===== src/rtl/mdu_pkg.sv =====
// Shared types and sizing for the multiply/divide unit.
// MDU_MADD_EN widens the op code by one extension bit and adds MADD/MADDU/MSUB/MSUBU.
package mdu_pkg;

  localparam int unsigned MDU_WIDTH = 32;
  localparam int unsigned DIV_CNT_W = $clog2(MDU_WIDTH);

`ifdef MDU_MADD_EN
  localparam int unsigned OP_W = 4;
`else
  localparam int unsigned OP_W = 3;
`endif

  typedef enum logic [OP_W-1:0] {
    OP_NOP   = OP_W'(0),
    OP_MULT  = OP_W'(1),
    OP_MULTU = OP_W'(2),
    OP_DIV   = OP_W'(3),
    OP_DIVU  = OP_W'(4),
    OP_MTHI  = OP_W'(5),
`ifdef MDU_MADD_EN
    OP_MTLO  = OP_W'(6),
    // Extension bit set selects the multiply-accumulate family.
    OP_MADD  = OP_W'(8),
    OP_MADDU = OP_W'(9),
    OP_MSUB  = OP_W'(10),
    OP_MSUBU = OP_W'(11)
`else
    OP_MTLO  = OP_W'(6)
`endif
  } op_e;

  typedef enum logic {
    IDLE    = 1'b0,
    DIV_RUN = 1'b1
  } state_e;

endpackage


===== src/rtl/mdu_hilo_if.sv =====
// Request/result bundle between execute-stage control and the MDU.
interface mdu_hilo_if
  import mdu_pkg::*;
#(
  parameter int unsigned WIDTH = MDU_WIDTH
);
  logic             start;
  op_e              op;
  logic [WIDTH-1:0] a;
  logic [WIDTH-1:0] b;
  logic             cancel;
  logic             busy;
  logic             done;
  logic [WIDTH-1:0] hi;
  logic [WIDTH-1:0] lo;

  modport master (
    output start, op, a, b, cancel,
    input  busy, done, hi, lo
  );

  modport slave (
    input  start, op, a, b, cancel,
    output busy, done, hi, lo
  );
endinterface


===== src/rtl/mdu_div_core.sv =====
// Iterative radix-2 restoring divider, one quotient bit per cycle.
// Results are presented combinationally on the cycle fin is high.
module mdu_div_core
  import mdu_pkg::*;
#(
  parameter int unsigned WIDTH = MDU_WIDTH
) (
  input  logic             clk,
  input  logic             rst_n,
  input  logic             start,
  input  logic             signed_op,
  input  logic             cancel,
  input  logic [WIDTH-1:0] dividend,
  input  logic [WIDTH-1:0] divisor,
  output logic             busy,
  output logic             fin,
  output logic [WIDTH-1:0] quo,
  output logic [WIDTH-1:0] rem
);
  localparam int unsigned      CNT_W    = $clog2(WIDTH);
  localparam logic [CNT_W-1:0] CNT_LAST = CNT_W'(WIDTH - 1);

  state_e           state_q, state_d;
  logic [CNT_W-1:0] cnt_q, cnt_d;
  logic [WIDTH-1:0] rem_q, rem_d;
  logic [WIDTH-1:0] quo_q, quo_d;
  logic [WIDTH-1:0] dvsr_q, dvsr_d;
  logic             qneg_q, qneg_d;
  logic             rneg_q, rneg_d;
  logic             dz_q, dz_d;

  logic [WIDTH:0]   trial_s, diff_s;
  logic             ge_s, fin_s;
  logic [WIDTH-1:0] rem_step_s, quo_step_s;

  function automatic logic [WIDTH-1:0] neg_if(input logic [WIDTH-1:0] v, input logic neg);
    return neg ? (~v + WIDTH'(1)) : v;
  endfunction

  // quo_q holds the not-yet-consumed dividend bits at the top and the quotient bits at the bottom.
  always_comb begin
    trial_s    = {rem_q, quo_q[WIDTH-1]};
    diff_s     = trial_s - {1'b0, dvsr_q};
    ge_s       = ~diff_s[WIDTH];
    rem_step_s = ge_s ? diff_s[WIDTH-1:0] : trial_s[WIDTH-1:0];
    quo_step_s = {quo_q[WIDTH-2:0], ge_s};
  end

  always_comb begin
    state_d = state_q;
    cnt_d   = cnt_q;
    rem_d   = rem_q;
    quo_d   = quo_q;
    dvsr_d  = dvsr_q;
    qneg_d  = qneg_q;
    rneg_d  = rneg_q;
    dz_d    = dz_q;
    fin_s   = 1'b0;
    case (state_q)
      IDLE: begin
        if (start && !cancel) begin
          state_d = DIV_RUN;
          cnt_d   = '0;
          rem_d   = '0;
          quo_d   = neg_if(dividend, signed_op & dividend[WIDTH-1]);
          dvsr_d  = neg_if(divisor, signed_op & divisor[WIDTH-1]);
          qneg_d  = signed_op & (dividend[WIDTH-1] ^ divisor[WIDTH-1]);
          rneg_d  = signed_op & dividend[WIDTH-1];
          dz_d    = (divisor == '0);
        end else begin
          state_d = IDLE;
        end
      end
      DIV_RUN: begin
        if (cancel) begin
          state_d = IDLE;
          cnt_d   = '0;
        end else begin
          rem_d = rem_step_s;
          quo_d = quo_step_s;
          if (cnt_q == CNT_LAST) begin
            state_d = IDLE;
            cnt_d   = '0;
            fin_s   = 1'b1;
          end else begin
            cnt_d = cnt_q + CNT_W'(1);
          end
        end
      end
      default: begin
        state_d = IDLE;
      end
    endcase
  end

  always_ff @(posedge clk or negedge rst_n) begin
    if (!rst_n) begin
      state_q <= IDLE;
      cnt_q   <= '0;
      rem_q   <= '0;
      quo_q   <= '0;
      dvsr_q  <= '0;
      qneg_q  <= 1'b0;
      rneg_q  <= 1'b0;
      dz_q    <= 1'b0;
    end else begin
      state_q <= state_d;
      cnt_q   <= cnt_d;
      rem_q   <= rem_d;
      quo_q   <= quo_d;
      dvsr_q  <= dvsr_d;
      qneg_q  <= qneg_d;
      rneg_q  <= rneg_d;
      dz_q    <= dz_d;
    end
  end

  // Divide by zero yields all-ones quotient; remainder correction alone restores the raw dividend.
  assign busy = (state_q == DIV_RUN);
  assign fin  = fin_s;
  assign quo  = dz_q ? {WIDTH{1'b1}} : neg_if(quo_step_s, qneg_q);
  assign rem  = neg_if(rem_step_s, rneg_q);

endmodule


===== src/rtl/mdu_hilo.sv =====
// Multiply/divide unit with architectural HI/LO registers and single-cycle multiply.
// Define MDU_MADD_EN to add the MADD/MADDU/MSUB/MSUBU accumulate ops.
module mdu_hilo
  import mdu_pkg::*;
#(
  parameter int unsigned WIDTH = MDU_WIDTH
) (
  input logic       clk,
  input logic       rst_n,
  mdu_hilo_if.slave bus
);
  logic [WIDTH-1:0]   hi_q, hi_d;
  logic [WIDTH-1:0]   lo_q, lo_d;
  logic               done_q, done_d;
  logic               accept_s;
  logic               mul_signed_s;
  logic               div_start_s, div_signed_s;
  logic               div_busy_s, div_fin_s;
  logic [WIDTH-1:0]   div_quo_s, div_rem_s;
  logic [2*WIDTH-1:0] prod_s;
`ifdef MDU_MADD_EN
  logic [2*WIDTH-1:0] acc_s;
  logic               acc_sub_s;
`endif

  function automatic logic [2*WIDTH-1:0] ext2(input logic [WIDTH-1:0] v, input logic sgn);
    return {{WIDTH{sgn & v[WIDTH-1]}}, v};
  endfunction

  // Extending both operands to 2*WIDTH makes one truncated multiply serve signed and unsigned.
  always_comb begin
    mul_signed_s = 1'b0;
    case (bus.op)
      OP_MULT: mul_signed_s = 1'b1;
`ifdef MDU_MADD_EN
      OP_MADD, OP_MSUB: mul_signed_s = 1'b1;
`endif
      default: mul_signed_s = 1'b0;
    endcase
    prod_s = ext2(bus.a, mul_signed_s) * ext2(bus.b, mul_signed_s);
  end

`ifdef MDU_MADD_EN
  always_comb begin
    acc_sub_s = (bus.op == OP_MSUB) || (bus.op == OP_MSUBU);
    acc_s     = acc_sub_s ? ({hi_q, lo_q} - prod_s) : ({hi_q, lo_q} + prod_s);
  end
`endif

  // New requests are taken only while the divider is idle and no flush is signalled.
  always_comb begin
    accept_s     = bus.start && !bus.cancel && !div_busy_s;
    hi_d         = hi_q;
    lo_d         = lo_q;
    done_d       = 1'b0;
    div_start_s  = 1'b0;
    div_signed_s = 1'b0;
    if (div_fin_s) begin
      hi_d   = div_rem_s;
      lo_d   = div_quo_s;
      done_d = 1'b1;
    end else if (accept_s) begin
      case (bus.op)
        OP_MULT, OP_MULTU: begin
          {hi_d, lo_d} = prod_s;
          done_d       = 1'b1;
        end
        OP_MTHI: begin
          hi_d   = bus.a;
          done_d = 1'b1;
        end
        OP_MTLO: begin
          lo_d   = bus.a;
          done_d = 1'b1;
        end
        OP_DIV: begin
          div_start_s  = 1'b1;
          div_signed_s = 1'b1;
        end
        OP_DIVU: begin
          div_start_s  = 1'b1;
          div_signed_s = 1'b0;
        end
`ifdef MDU_MADD_EN
        OP_MADD, OP_MADDU, OP_MSUB, OP_MSUBU: begin
          {hi_d, lo_d} = acc_s;
          done_d       = 1'b1;
        end
`endif
        default: begin
          done_d = 1'b0;
        end
      endcase
    end else begin
      done_d = 1'b0;
    end
  end

  always_ff @(posedge clk or negedge rst_n) begin
    if (!rst_n) begin
      hi_q   <= '0;
      lo_q   <= '0;
      done_q <= 1'b0;
    end else begin
      hi_q   <= hi_d;
      lo_q   <= lo_d;
      done_q <= done_d;
    end
  end

  mdu_div_core #(
    .WIDTH(WIDTH)
  ) u_div (
    .clk      (clk),
    .rst_n    (rst_n),
    .start    (div_start_s),
    .signed_op(div_signed_s),
    .cancel   (bus.cancel),
    .dividend (bus.a),
    .divisor  (bus.b),
    .busy     (div_busy_s),
    .fin      (div_fin_s),
    .quo      (div_quo_s),
    .rem      (div_rem_s)
  );

  assign bus.busy = div_busy_s;
  assign bus.done = done_q;
  assign bus.hi   = hi_q;
  assign bus.lo   = lo_q;

endmodule

===== src/flat_wrapper.sv =====
// flat-port wrapper written by rule: the top's interface ports become plain ports
module mdu_hilo_flat import mdu_pkg::*;
#(
  parameter int unsigned WIDTH = MDU_WIDTH
)
  (clk, rst_n, bus_start, bus_op, bus_a, bus_b, bus_cancel, bus_busy, bus_done, bus_hi, bus_lo);
  mdu_hilo_if #(.WIDTH(WIDTH)) bus_i ();
  input logic clk;
  input logic rst_n;
  input wire logic [$bits(bus_i.start)-1:0] bus_start;
  input wire logic [$bits(bus_i.op)-1:0] bus_op;
  input wire logic [$bits(bus_i.a)-1:0] bus_a;
  input wire logic [$bits(bus_i.b)-1:0] bus_b;
  input wire logic [$bits(bus_i.cancel)-1:0] bus_cancel;
  output wire logic [$bits(bus_i.busy)-1:0] bus_busy;
  output wire logic [$bits(bus_i.done)-1:0] bus_done;
  output wire logic [$bits(bus_i.hi)-1:0] bus_hi;
  output wire logic [$bits(bus_i.lo)-1:0] bus_lo;
  assign bus_i.start = bus_start;
  assign bus_i.op = bus_op;
  assign bus_i.a = bus_a;
  assign bus_i.b = bus_b;
  assign bus_i.cancel = bus_cancel;
  assign bus_busy = bus_i.busy;
  assign bus_done = bus_i.done;
  assign bus_hi = bus_i.hi;
  assign bus_lo = bus_i.lo;
  mdu_hilo #(.WIDTH(WIDTH)) u_core (.clk(clk), .rst_n(rst_n), .bus(bus_i));
endmodule

===== config.mk =====
export PLATFORM = sky130hd
export DESIGN_NAME = mdu_hilo_flat
export DESIGN_NICKNAME = d
export VERILOG_FILES = /design/src/rtl/mdu_pkg.sv /design/src/rtl/mdu_hilo_if.sv /design/src/rtl/mdu_div_core.sv /design/src/rtl/mdu_hilo.sv /design/src/flat_wrapper.sv
export SDC_FILE = /design/constraint.sdc
export NUM_CORES = 2
export LEC_CHECK = 0
export BUFFER_PORTS_ARGS = -buffer_cell sky130_fd_sc_hd__buf_2
export CAP_MARGIN = 10
export CORE_ASPECT_RATIO = 1.2
export CORE_MARGIN = 2
export CORE_UTILIZATION = 30
export CTS_BUF_LIST = sky130_fd_sc_hd__clkbuf_4 sky130_fd_sc_hd__clkbuf_8
export DETAILED_ROUTE_END_ITERATION = 16
export GPL_ROUTABILITY_DRIVEN = 0
export PLACE_DENSITY_LB_ADDON = 0.2
export SLEW_MARGIN = 20
export SYNTH_ARGS = -nofsm -noshare
export SYNTH_HDL_FRONTEND = slang
export SYNTH_SLANG_ARGS = --single-unit
export TNS_END_PERCENT = 5

===== constraint.sdc =====
create_clock -name clk -period 7 [get_ports clk]
set_clock_uncertainty 0.15 [all_clocks]
set_input_delay 1.4 -clock clk [delete_from_list [all_inputs] [get_ports clk]]
set_output_delay 1.4 -clock clk [all_outputs]
set_load 0.01 [all_outputs]

==> summary.txt <==
Critical path
  – Critical R2R Launch: u_core.u_div.quo_q[31]
  – End of the worst register-to-register path: u_core.bus.hi[24]
  – Critical path required time: around 7.3 ns
  – Slowest stage delay, CP: approximately 0.63 ns
  – Endpoint class of the critical path: register
  – R2R depth: 25
  – Critical Path Fanout Max: 4
  – Critical setup path kind: input pin to register
  – Critical Path AT: between 9 and 10 ns
  – Worst setup SP type: input pin
  – Slowest-stage cell, CP: fa_2
  – Reg-to-reg slack, setup: 0.53 ns
  – Most common cell on crit path: fa_2

Synth
  – Syn_nets: about 7300
  – Asr flop ratio synth: 1.00
  – Syn Std Cell Area: between 50000 and 60000 um2
  – Yosys cell types: between 70 and 80
  – Area leader, netlist: fa_1
  – Number of synthesized flops with an enable pin: 0
  – Leading post-synthesis cells by cell area: fa_1 (45%), inv_1 (8.9%), dfrtp_1 (8.4%)
  – Yosys Warn Count: 0
  – Syn Inst Count: 5826
  – Sequential share of the synthesized area: 0.0844
  – Post-synthesis register bit count: 170
  – Synthesized area per cell: 8.65 um2
  – Dominant synthesized flop cell: dfrtp_1
  – Post-synth top area share: 0.447

Cells and area
  – Final Util: 0.356
  – Fraction of layout cells with a size suffix above 1: 0.159
  – Final nets: 7686
  – Area growth syn-to-layout: 17.7%

Floorplanning
  – Row Count: 164
  – Core area: about 170000 um2
  – I/O Pins: between 100 and 150
  – Starting density of the core: 0.302
  – Die area: ~170000 um2
  – Die Ht: 453 um
  – Chip width: 378 um

Detailed routing
  – Met3 wire len: roughly 8400 um
  – Post-DRT Antenna Nets: 0
  – 1st-pass router iterations: 6
  – Residual DRC count: 0
  – Average wire per standard cell: around 21 um
  – DRT iter0 DRCs: 2619
  – Via density: 4.81
  – Top sig layer: met5
  – Final wirelength: 180000 um
  – Metal-1 WL: around 80000 um
  – Vias: about 40000
  – Met2 WL post-DR: 85200 um

Timing
  – Min Tclk post-route: slightly above 9 ns
  – Tcrit/Tclk final: 1.30
  – RSZ-0062 raised after global routing: yes
  – Max Slew Vio Count: 0
  – Relative slew margins: 0.287
  – Final WS setup: -2.08 ns
  – Tightest Pin Transition: approximately 1.1 ns
  – Max Clk Rate: between 100 and 150 MHz
  – Final hold vios: 0
  – TNS Setup: -73.98 ns
  – Endpoints failing setup: 50

Job
  – Max-cap violations: 0

Clocking
  – Sink Count: between 150 and 200
  – Reg clk slew, reported paths: about 0.11 ns
  – CTS Root Cell: clkbuf_8
  – CTS tree: built
  – CTS Hold Bufs: 0
  – Htree depth: 4
  – Worst-Skew Late Latency: about 0.54 ns
  – Inserted Clock Buffers: 17
  – Largest buffer count on any clock path: 2

GRT
  – Total routing usage reported by global routing: 0.213
  – Initial antenna violation count: 13
  – Gr ovfl total: 0
  – First-pass GRT wire length: ~280000 um
  – Vias in the first global route: around 44000
  – Largest net degree at the start of global routing: 136

Hold path
  – Hold_sp: u_core.bus.lo[16]
  – Worst Hold End: u_core.bus.lo[16]
  – Worst Hold Class: register to register
  – Hold Path Depth: 2

Outcome
  – Failing checks: negative setup slack
  – Status: complete, but fails checks

Placement
  – Detailed Place HPWL: between 150000 and 200000 um
  – Pre-CTS setup slack: -2.90 ns
  – Port Buffer Count: 136
synth_stat cells (all sizes together), types with 6 or more instances:
master  instances
o22ai          25
buf            66
a21oi         212
o21a           13
o21bai         14
clkbuf        308
a31oi          17
inv          1194
nor4           13
nor2          182
a221oi          7
or3            34
ha            251
or4            13
fa           1126
o41ai          12
o211ai         32
and3           28
xor2           74
o31a            6
nand3          57
a21o           58
nand4          20
nand2         956
or2            13
and2          308
mux2i          27
xnor2         133
nor3           51
o21ai         234
o31ai          28
nor2b          17
nand2b         20
dfrtp         170
a211oi         35
worst max path at each step:
| stage | startpoint | end | slack (ns) | cells after the start |
|---|---|---|---|---|
| 2_1_floorplan | bus_op[0] | u_core.bus.hi[30] | -2.02 | 30 |
| 6_report | bus_op[1] | u_core.bus.hi[30] | -2.08 | 31 |
| 3_5_place_dp | bus_op[1] | u_core.bus.hi[30] | -2.90 | 31 |
| 3_3_place_gp | bus_a[18] | u_core.bus.hi[17] | -2.93 | 29 |
| 4_1_cts | bus_op[1] | u_core.bus.hi[24] | -2.03 | 32 |
| 5_1_grt | bus_op[1] | u_core.bus.hi[31] | -2.32 | 31 |
registers in the layout (all words and copies together) (netlist names):
name / cells
u_core.u_div.qneg_q: 1
u_core.u_div.rneg_q: 1
u_core.bus.hi: 32
u_core.u_div.cnt_q: 5
u_core.u_div.quo_q: 32
u_core.u_div.rem_q: 32
u_core.u_div.dz_q: 1
u_core.u_div.busy: 1
u_core.bus.lo: 32
u_core.u_div.dvsr_q: 32
u_core.bus.done: 1
per-stage QoR:
step / area (um2) / std cells / hold WS [ns]
floorplan: 50600 / 5826 / 0.300
global placement: 57800 / 8440 / 0.306
detailed placement: 57800 / 8440 / 0.315
CTS: 59000 / 8489 / 0.338
global route: 59300 / 8494 / 0.355
finish: 59300 / 8497 / 0.329
critical path: cells and delay by family:
kind	cells	cell delay, ns
and+or+nand+nor	4	0.80
AOI/OAI and AO/OA	11	1.92
buffers and inverters	6	0.72
adders and majority gates	9	4.37
xor gates and xnor gates	1	0.19
what timing repair did:
| item | 4_1_cts | 5_1_grt |
|---|---|---|
| endpoints found under the setup margin | 52 | 55 |
| pin swaps | 88 | 50 |
| buffers inserted | 18 | 4 |
| endpoints found under the hold margin | 0 | 0 |
| resized for setup | 122 | 66 |
| cloned | 0 | 0 |
cells in the final DEF, fill, tap and decap left out, types with 55 or more instances in the layout:
master	synthesis	layout
a21o_1	58	58
a21oi_1	212	181
and2_1	307	305
buf_2	3	123
buf_4	0	573
dfrtp_1	170	168
fa_1	1126	1099
ha_1	251	229
inv_1	1194	1176
nand2_1	956	947
nand3_1	57	55
nor2_1	182	177
o21ai_0	231	208
xnor2_1	133	129
xor2_1	74	73
final cells by class:
class,count,area (um2)
well taps,2241,2800
diodes,5,12.5
fillers,17500,107000
inverters,1194,4500
repair buffers,767,6120
clock buffers,18,241
clock inverters,14,206
multi-input cells,4088,41200
flip-flops and latches,170,4260
per-layer routing:
layer	vias up	GRT usage
met2	1007	0.354
met4	10	0.0619
li1	18400	-
met3	202	0.0160
met5	-	0
met1	21200	0.297
logic make-up after synthesis:
family | after synthesis | share of synthesized area
XOR/XNOR | 207 | 0.0360
adder cells (fa/ha/maj) | 1377 | 0.510
buffers and inverters | 1568 | 0.117
multiplexers | 29 | 0.00581
AO/OA/AOI/OAI | 743 | 0.0895
flip-flops | 170 | 0.0844
AND/OR/NAND/NOR | 1732 | 0.158
Power is left out: the tool's default activity adds up to more than one toggle a clock period on the data nets, which glitch-free logic cannot reach.
